===== config.mk =====
export PLATFORM = sky130hd
export DESIGN_NAME = alu_prog_sequencer
export DESIGN_NICKNAME = d
export VERILOG_FILES = /design/src/rtl/alu_tile_pkg.sv /design/src/rtl/prog_buf.sv /design/src/rtl/alu_prog_sequencer.sv
export SDC_FILE = /design/constraint.sdc
export NUM_CORES = 1
export LEC_CHECK = 0
export CORE_MARGIN = 1.5
export CORE_UTILIZATION = 60
export DETAILED_ROUTE_END_ITERATION = 8
export DONT_BUFFER_PORTS = 1
export PLACE_DENSITY = 0.85
export SLEW_MARGIN = 5
export SYNTH_ARGS = -nofsm -noshare
export SYNTH_HDL_FRONTEND = slang
export SYNTH_SLANG_ARGS = --single-unit

===== constraint.sdc =====
create_clock -name clk -period 2.7 [get_ports clk]
set_input_delay 0.54 -clock clk [delete_from_list [all_inputs] [get_ports clk]]
set_output_delay 0.54 -clock clk [all_outputs]
set_load 0.05 [all_outputs]

===== src/rtl/alu_tile_pkg.sv =====
// Shared definitions for the 4-bit accumulator ALU tile: opcode map,
// the acc-preserving NOP encoding and the sequencer state encoding.
package alu_tile_pkg;

    localparam logic [2:0] OP_LOAD  = 3'b000;
    localparam logic [2:0] OP_SHR   = 3'b001;
    localparam logic [2:0] OP_LOADN = 3'b010;
    localparam logic [2:0] OP_SUB   = 3'b011;
    localparam logic [2:0] OP_AND   = 3'b100;
    localparam logic [2:0] OP_OR    = 3'b101;
    localparam logic [2:0] OP_XOR   = 3'b110;
    localparam logic [2:0] OP_ADD   = 3'b111;

    // AND with all-ones keeps the accumulator and clears carry.
    localparam logic [2:0] NOP_OP   = OP_AND;
    localparam logic [3:0] NOP_DATA = 4'hF;

    typedef enum logic [1:0] {
        IDLE  = 2'd0,
        RUN   = 2'd1,
        DRAIN = 2'd2
    } state_t;

endpackage


===== src/rtl/prog_buf.sv =====
// Program buffer: DEPTH x 7-bit register file, one write port and one
// asynchronous read port. Contents are deliberately not reset.
module prog_buf #(
    parameter int DEPTH = 8,
    parameter int AW    = 3
) (
    input  logic          clk,
    input  logic          we,
    input  logic [AW-1:0] waddr,
    input  logic [6:0]    wdata,
    input  logic [AW-1:0] raddr,
    output logic [6:0]    rdata
);

    logic [6:0] mem [DEPTH];

    always_ff @(posedge clk) begin
        if (we) begin
            mem[waddr] <= wdata;
        end
    end

    assign rdata = mem[raddr];

endmodule


===== src/rtl/alu_prog_sequencer.sv =====
// Replays a host-loaded program onto the accumulator ALU tile one op per clock,
// then reports the final accumulator, carry and an XOR checksum of the run.
module alu_prog_sequencer
    import alu_tile_pkg::*;
#(
    parameter int DEPTH = 8,
    parameter int AW    = 3
) (
    input  logic       clk,
    input  logic       rst,
    input  logic       wr_valid,
    output logic       wr_ready,
    input  logic [2:0] wr_op,
    input  logic [3:0] wr_data,
    input  logic       start,
    output logic       busy,
    output logic       done,
    output logic       alu_hold,
    output logic [1:0] alu_op,
    output logic [3:0] alu_data,
    input  logic [3:0] alu_acc,
    input  logic       alu_carry,
    output logic [3:0] result,
    output logic       result_c,
    output logic [3:0] checksum
);

    localparam logic [AW:0] CNT_FULL = (AW+1)'(DEPTH);

    state_t        state, state_nx;
    logic [AW:0]   count;
    logic [AW-1:0] wr_ptr;
    logic [AW-1:0] rd_ptr;
    logic [6:0]    rd_word;
    logic          wr_fire;
    logic          start_fire;
    logic          last_issue;

    assign wr_ready   = (state == IDLE) && (count != CNT_FULL);
    assign wr_fire    = wr_valid && wr_ready;
    // A write in the same cycle wins over start.
    assign start_fire = start && (state == IDLE) && (count != '0) && !wr_fire;
    assign last_issue = ({1'b0, rd_ptr} == (count - 1'b1));
    assign busy       = (state != IDLE);

    prog_buf #(.DEPTH(DEPTH), .AW(AW)) u_buf (
        .clk   (clk),
        .we    (wr_fire),
        .waddr (wr_ptr),
        .wdata ({wr_op, wr_data}),
        .raddr (rd_ptr),
        .rdata (rd_word)
    );

    always_ff @(posedge clk or posedge rst) begin
        if (rst) begin
            state <= IDLE;
        end else begin
            state <= state_nx;
        end
    end

    always_comb begin
        state_nx                  = state;
        {alu_hold, alu_op}        = NOP_OP;
        alu_data                  = NOP_DATA;
        case (state)
            IDLE: begin
                if (start_fire) state_nx = RUN;
            end
            RUN: begin
                {alu_hold, alu_op} = rd_word[6:4];
                alu_data           = rd_word[3:0];
                if (last_issue) state_nx = DRAIN;
            end
            DRAIN: begin
                state_nx = IDLE;
            end
            default: begin
                state_nx = IDLE;
            end
        endcase
    end

    always_ff @(posedge clk or posedge rst) begin
        if (rst) begin
            count    <= '0;
            wr_ptr   <= '0;
            rd_ptr   <= '0;
            checksum <= '0;
            result   <= '0;
            result_c <= 1'b0;
            done     <= 1'b0;
        end else begin
            done <= 1'b0;
            if (wr_fire) begin
                wr_ptr <= wr_ptr + 1'b1;
                count  <= count + 1'b1;
            end
            if (state == IDLE) begin
                if (start_fire) begin
                    rd_ptr   <= '0;
                    checksum <= '0;
                end
            end else if (state == RUN) begin
                rd_ptr <= rd_ptr + 1'b1;
                // alu_acc reflects the previous slot; nothing issued before slot 0.
                if (rd_ptr != '0) checksum <= checksum ^ alu_acc;
            end else if (state == DRAIN) begin
                result   <= alu_acc;
                result_c <= alu_carry;
                checksum <= checksum ^ alu_acc;
                done     <= 1'b1;
            end
        end
    end

endmodule


After elaboration in Yosys (flattened, before gate mapping)
Memories as Yosys holds them, arrays and structs flattened.
Index checks and enable logic that the tools add are counted.

cells by class
  add/subtract/negate cells = 4
  muxes and demuxes = 19
  equal/unequal tests = 7
  reductions and logical operators = 16
  bitwise gates (word level) = 3

operator list
  operator                                                                 count
  4-bit 2-to-1 mux                                                         6
  3-bit 2-to-1 mux                                                         3
  3-bit by 1-bit adder with 3-bit output, second input constant            2
  1-bit 2-to-1 mux                                                         6
  2-bit 2-to-1 mux                                                         3
  3-bit AND reduction                                                      2
  3-bit nonzero test                                                       2
  1-bit logical AND                                                        5
  4-bit by 1-bit adder with 4-bit output, second input constant            1
  3-bit by 4-bit equality test with 1-bit output                           1
  2-bit inequality test, second input constant                             2
  4-bit inequality test, second input constant                             1
  2-bit case mux with 2 select lines                                       1
  2-bit AND reduction                                                      2
  2-bit nonzero test                                                       2
  4-bit nonzero test                                                       1
  4-bit by 1-bit subtractor with 4-bit output, second input constant       1
  4-bit XOR                                                                1
  3-bit by 2-bit inequality test with 1-bit output, second input constant  1
  2-bit by 1-bit equality test with 1-bit output, second input constant    1
  2-bit equality test, second input constant                               1
  2-bit zero test                                                          1
  1-bit inverter                                                           2
  1-bit zero test                                                          1

storage, ports and cells
  RAM bits = 56
  bits of input ports = 16
  memories = 1
  output and inout port bits = 19
  bits in registers = 22
  word-level logic and storage cells = 58

memories
  memory     words  width  read ports  clocked after memory_dff  write ports  line            RTL
  u_buf.mem  8      7      1           0                         1            prog_buf.sv:15  logic [6:0] mem [DEPTH];

Depth between registers and ports, before layout
  word-level depth = 7
  depth in mapped cells = 8
  gate-level depth less buffers = 6

By module
A second synthesis with hierarchy kept.

unflattened totals
  cell total of the unflattened synthesis = 196
  area, all modules = 3365.7 um^2

modules (own cells, without submodules)
  module              seq. area each (um^2)  area each (um^2)  cells each  instances
  prog_buf            1681.6                 2225.9            94          1
  alu_prog_sequencer  550.5                  1139.8            102         1

Worst setup path before layout
OpenSTA, ideal clock, no wires.

  kind = reg2reg
  start = register count[0]
  end = memory u_buf.mem[0][0] (enable)
  library setup time = 0.390 ns
  path slack = 0.292 ns
  period minus slack after synthesis = 2.408 ns
  data required time = 2.310 ns
  buffers on the path = 0
  arrival time = 2.017 ns
  stages on the path, launching flop included = 7
  path through = dfrtp_1 -> inv_1 -> ha_1 -> nand3b_4 -> and2_2 -> nand2_1 -> nor4_1

on the way
  longest elaborated chain between the ends = 5

RTL lines
  item                                    line                      RTL
  from (decl)                             alu_prog_sequencer.sv:31  logic [AW:0] count;
  from (signal assigned)                  alu_prog_sequencer.sv:98  count <= count + 1'b1;
  4-bit inequality test                   alu_prog_sequencer.sv:39  assign wr_ready = (state == IDLE) && (count != CNT_FULL);
  1-bit logical AND                       alu_prog_sequencer.sv:39
  via wr_ready                            alu_prog_sequencer.sv:12  output logic wr_ready,
  1-bit logical AND                       alu_prog_sequencer.sv:40  assign wr_fire = wr_valid && wr_ready;
  1-bit 2-to-1 mux                        prog_buf.sv:18            if (we) begin
  1-bit 2-to-1 mux (not written as such)  prog_buf.sv:19            mem[waddr] <= wdata;
  to (decl)                               prog_buf.sv:15

The timed path passes the listed nets, and every way through them passes these cells.

Worst setup path after layout
  start = register rd_ptr[1]
  end = output alu_op[0]

on the way
  longest elaborated chain between the ends = 2

RTL lines
  item                    line                       RTL
  from (decl)             alu_prog_sequencer.sv:33   logic [AW-1:0] rd_ptr;
  from (signal assigned)  alu_prog_sequencer.sv:106  rd_ptr <= rd_ptr + 1'b1;
  memory 8 x 7 bit        -
  2-bit 2-to-1 mux        alu_prog_sequencer.sv:67   case (state)
  to (decl)               alu_prog_sequencer.sv:19   output logic [1:0] alu_op,

No other way between the ends.

==> out/qor.csv <==
stage,metric,value,unit
clock_network,CTS H-tree depth,3,
logic_synthesis,top post-synthesis cells by area,"edfxtp_1 51%, dfrtp_1 17%, mux4_2 9.6%, ha_1 2.3%, mux2_2 2.1%",
worst_setup_path,crit path launch type,flip-flop,
finish,n_diodes,0,
logic_synthesis,post-synth top area share,51.10,%
placement,Final GP Congestion,0.7433,
finish,Syn-to-layout area delta,10.34,%
logic_synthesis,top_reg_cell synth,edfxtp_1,
run_status,status,"complete, no violations",
sta,fmax,0.3917,GHz
die,io pins,35,
pwr,Worst VDD drop,0.6431,mV
global_routing,initial antenna violation count,0,
detailed_routing,Met3 Routed Length,392,µm
clock_network,post-CTS setup buffers,0,
global_routing,vias in the first global route,1847,
sta,min cycle time layout,2.553,ns
detailed_routing,top routing layer in use,met4,
worst_setup_path,worst reg-to-reg setup slack,0.48,ns
detailed_routing,routed wire length,6114,µm
logic_synthesis,top-count cell post-synth,edfxtp_1,
worst_setup_path,CP endpoint kind,output pin,
sta,actual slew at the worst max-slew pin,0.8532,ns
placement,dpl hpwl,4152,µm
pwr,P per Cell Area,1256,mW/mm²
worst_setup_path,WS Path Type,flip-flop to output pin,
finish,register area,0.002232,mm²
pwr,Static Leak,1.331,nW
detailed_routing,drt drc,0,
logic_synthesis,Yosys reg bits,78,
logic_synthesis,most frequent cells after synthesis,"56 x edfxtp_1, 22 x dfrtp_1, 14 x mux4_2, 11 x inv_1",
worst_setup_path,Critical Path Slowest Stage Cell,dfrtp_1,
finish,final net count,232,
sta,Final Hold Fails,0,
worst_setup_path,worst-path cell chain,mux4_2 > a22o_1,
worst_setup_path,worst-path maximum fanout,18,
sta,fin crit share,94.55,%
sta,normalized max-slew margin,43.06,%
sta,Clock Skew,0.003301,ns
die,width of the chip,77.06,µm
worst_hold_path,Min-Delay Path Class,primary input to asynchronous set/reset pin,
global_routing,GRT Total Usage,23.10,%
run,max_cap viols,0,
detailed_routing,Vias,1761,
detailed_routing,Pre-Repair DR Iteration Count,5,
detailed_routing,met2 routed WL,3281,µm
sta,unrepaired setup endpoints after global routing,no,
finish,fill count,321,
die,row count,26,
die,Die H,77.06,µm
logic_synthesis,Mean Syn Cell Area,16.79,µm²
logic_synthesis,Post-synth EDFFs,56,
clock_network,root buffer cell,clkbuf_8,
sta,smallest hold slack,0.2556,ns
clock_network,Max Buffers Root-to-Sink,2,
logic_synthesis,warnings from Yosys,0,
sta,Final Max Slew Viols,0,
die,core box area,0.005205,mm²
clock_network,clock sinks,78,
detailed_routing,vias per cell,6.201,
clock_network,worst-skew pair later-pin latency,0.34,ns
clock_network,TritonCTS clock tree,done,
logic_synthesis,part of the Yosys area used for sequential elements,67.83,%
worst_setup_path,max incr delay on CP,0.81,ns
die,Die ar.,0.005937,mm²
worst_setup_path,R2R Path End,u_buf.mem[7][0],
detailed_routing,Detail Route Antenna Nets,0,
logic_synthesis,Mapped Area,0.003291,mm²
die,Starting Density,63.22,%
global_routing,first-pass GRT wire length,9839,µm
detailed_routing,Met1 Routed Length,2334,µm
worst_setup_path,Crit path arrival time,2.01,ns
clock_network,hold-fix buffers at CTS,0,
sta,Final setup viols,0,
worst_setup_path,r2r startpoint,count[0],
clock_network,total CTS buffers,9,
worst_setup_path,reg2reg path depth,7,
finish,fraction of layout cells with a size suffix above 1,26.64,%
global_routing,largest net degree at the start of global routing,23,
logic_synthesis,Post-Syn Nets,218,
detailed_routing,drt wl/cell,21.53,µm
logic_synthesis,Cells after Synth,196,
worst_setup_path,worst endpoint required time,2.16,ns
logic_synthesis,Netlist cell types,37,
clock_network,Resized cells post-CTS,0,
clock_network,clk slew on worst S/H paths,0.07,ns
global_routing,total grt overflow,0,
logic_synthesis,"Async S/R FF share, synth",28.21,%
logic_synthesis,post-synth top area cell,edfxtp_1,
detailed_routing,Iter 0 DRT Violations,142,
finish,footprint of the multi-input gates,975.9,µm²
placement,IO buf count,0,
sta,TNS Setup,0,ns
[where the power goes]
part	switching [mW]	total (mW)	internal (mW)
logic	1.00	1.65	0.649
registers	0.461	1.99	1.53
clock network	0.405	0.918	0.513
total	1.87	4.56	2.69
[registers in the layout (all words and copies together) (netlist names)]
signal	cells
result	4
u_buf.mem	56
state	2
done	1
wr_ptr	3
checksum	4
result_c	1
rd_ptr	3
count	4
[how the worst max path moves through the flow]
stage / start / endpoint / cells after the start
floorplan: count[0] / u_buf.mem[0][0] / 6
detailed placement: count[0] / u_buf.mem[7][5] / 7
global route: rd_ptr[1] / alu_op[0] / 2
global placement: rd_ptr[1] / alu_op[1] / 2
CTS: rd_ptr[0] / alu_op[0] / 3
finish: rd_ptr[1] / alu_op[0] / 2
[area by class of cell]
class | count | area share (%)
clock buffer | 9 | 3.411
clock inverter | 6 | 2.412
inverter | 11 | 1.137
multi-input combinational | 99 | 26.88
sequential | 78 | 61.47
tap | 70 | 2.412
timing repair buffer | 11 | 2.274
[cells by family after synthesis]
logic type | count (synthesis) | share of synthesized area [%]
AO/OA/AOI/OAI | 22 | 5.627
buffers and inverters | 19 | 2.509
flip-flops | 78 | 67.83
adder cells (fa/ha/maj) | 6 | 2.281
multiplexers | 21 | 12.09
AND/OR/NAND/NOR | 41 | 7.263
XOR/XNOR | 9 | 2.395
[through the flow]
step / instances / utilization (%) / total power, mW / instance area (µm²) / setup slack, ns
final: 284 / 69.76 / 4.559 / 3631 / 0.1471
after global routing: 284 / 69.76 / 4.788 / 3631 / 0.04845
after CTS: 284 / 69.76 / 4.582 / 3631 / 0.1244
after detailed placement: 269 / 65.70 / 3.661 / 3420 / 0.4830
after global placement: 269 / 65.70 / 3.555 / 3420 / 0.5275
after floorplan: 196 / - / 3.342 / 3291 / 0.2924
[worst max-delay path: cells and delay by family, from the launching register on]
kind | cells | cell delay, ns
muxes | 1 | 0.42
DFF | 1 | 0.81
AOI/OAI and AO/OA | 1 | 0.43
[layout by cell type, fill, tap and decap left out, drive strengths merged]
cell      instances
and4bb            1
or3               4
clkinvlp          3
xor2              5
a2111oi           1
nor2              8
o21ai             5
and3              1
nand2b            5
a22o              3
nand4             1
clkbuf            9
bufinv            2
nor4              2
inv              11
nor3              4
mux4             14
and2              2
clkinv            1
o21bai            1
dfrtp            22
nand3b            1
a21o              1
a21oi             5
xnor2             4
o311ai            1
mux2              7
edfxtp           56
nor2b             2
buf              11
ha                6
nor3b             1
o22a              5
nand2             8
and3b             1
[layer usage]
layer | GRT usage (%) | up-vias
li1 | - | 770
met1 | 26.94 | 903
met2 | 39.73 | 70
met3 | 8.095 | 18
met4 | 8.182 | 0
met5 | 0 | -
No activity file was read; power rests on OpenSTA's default activity.
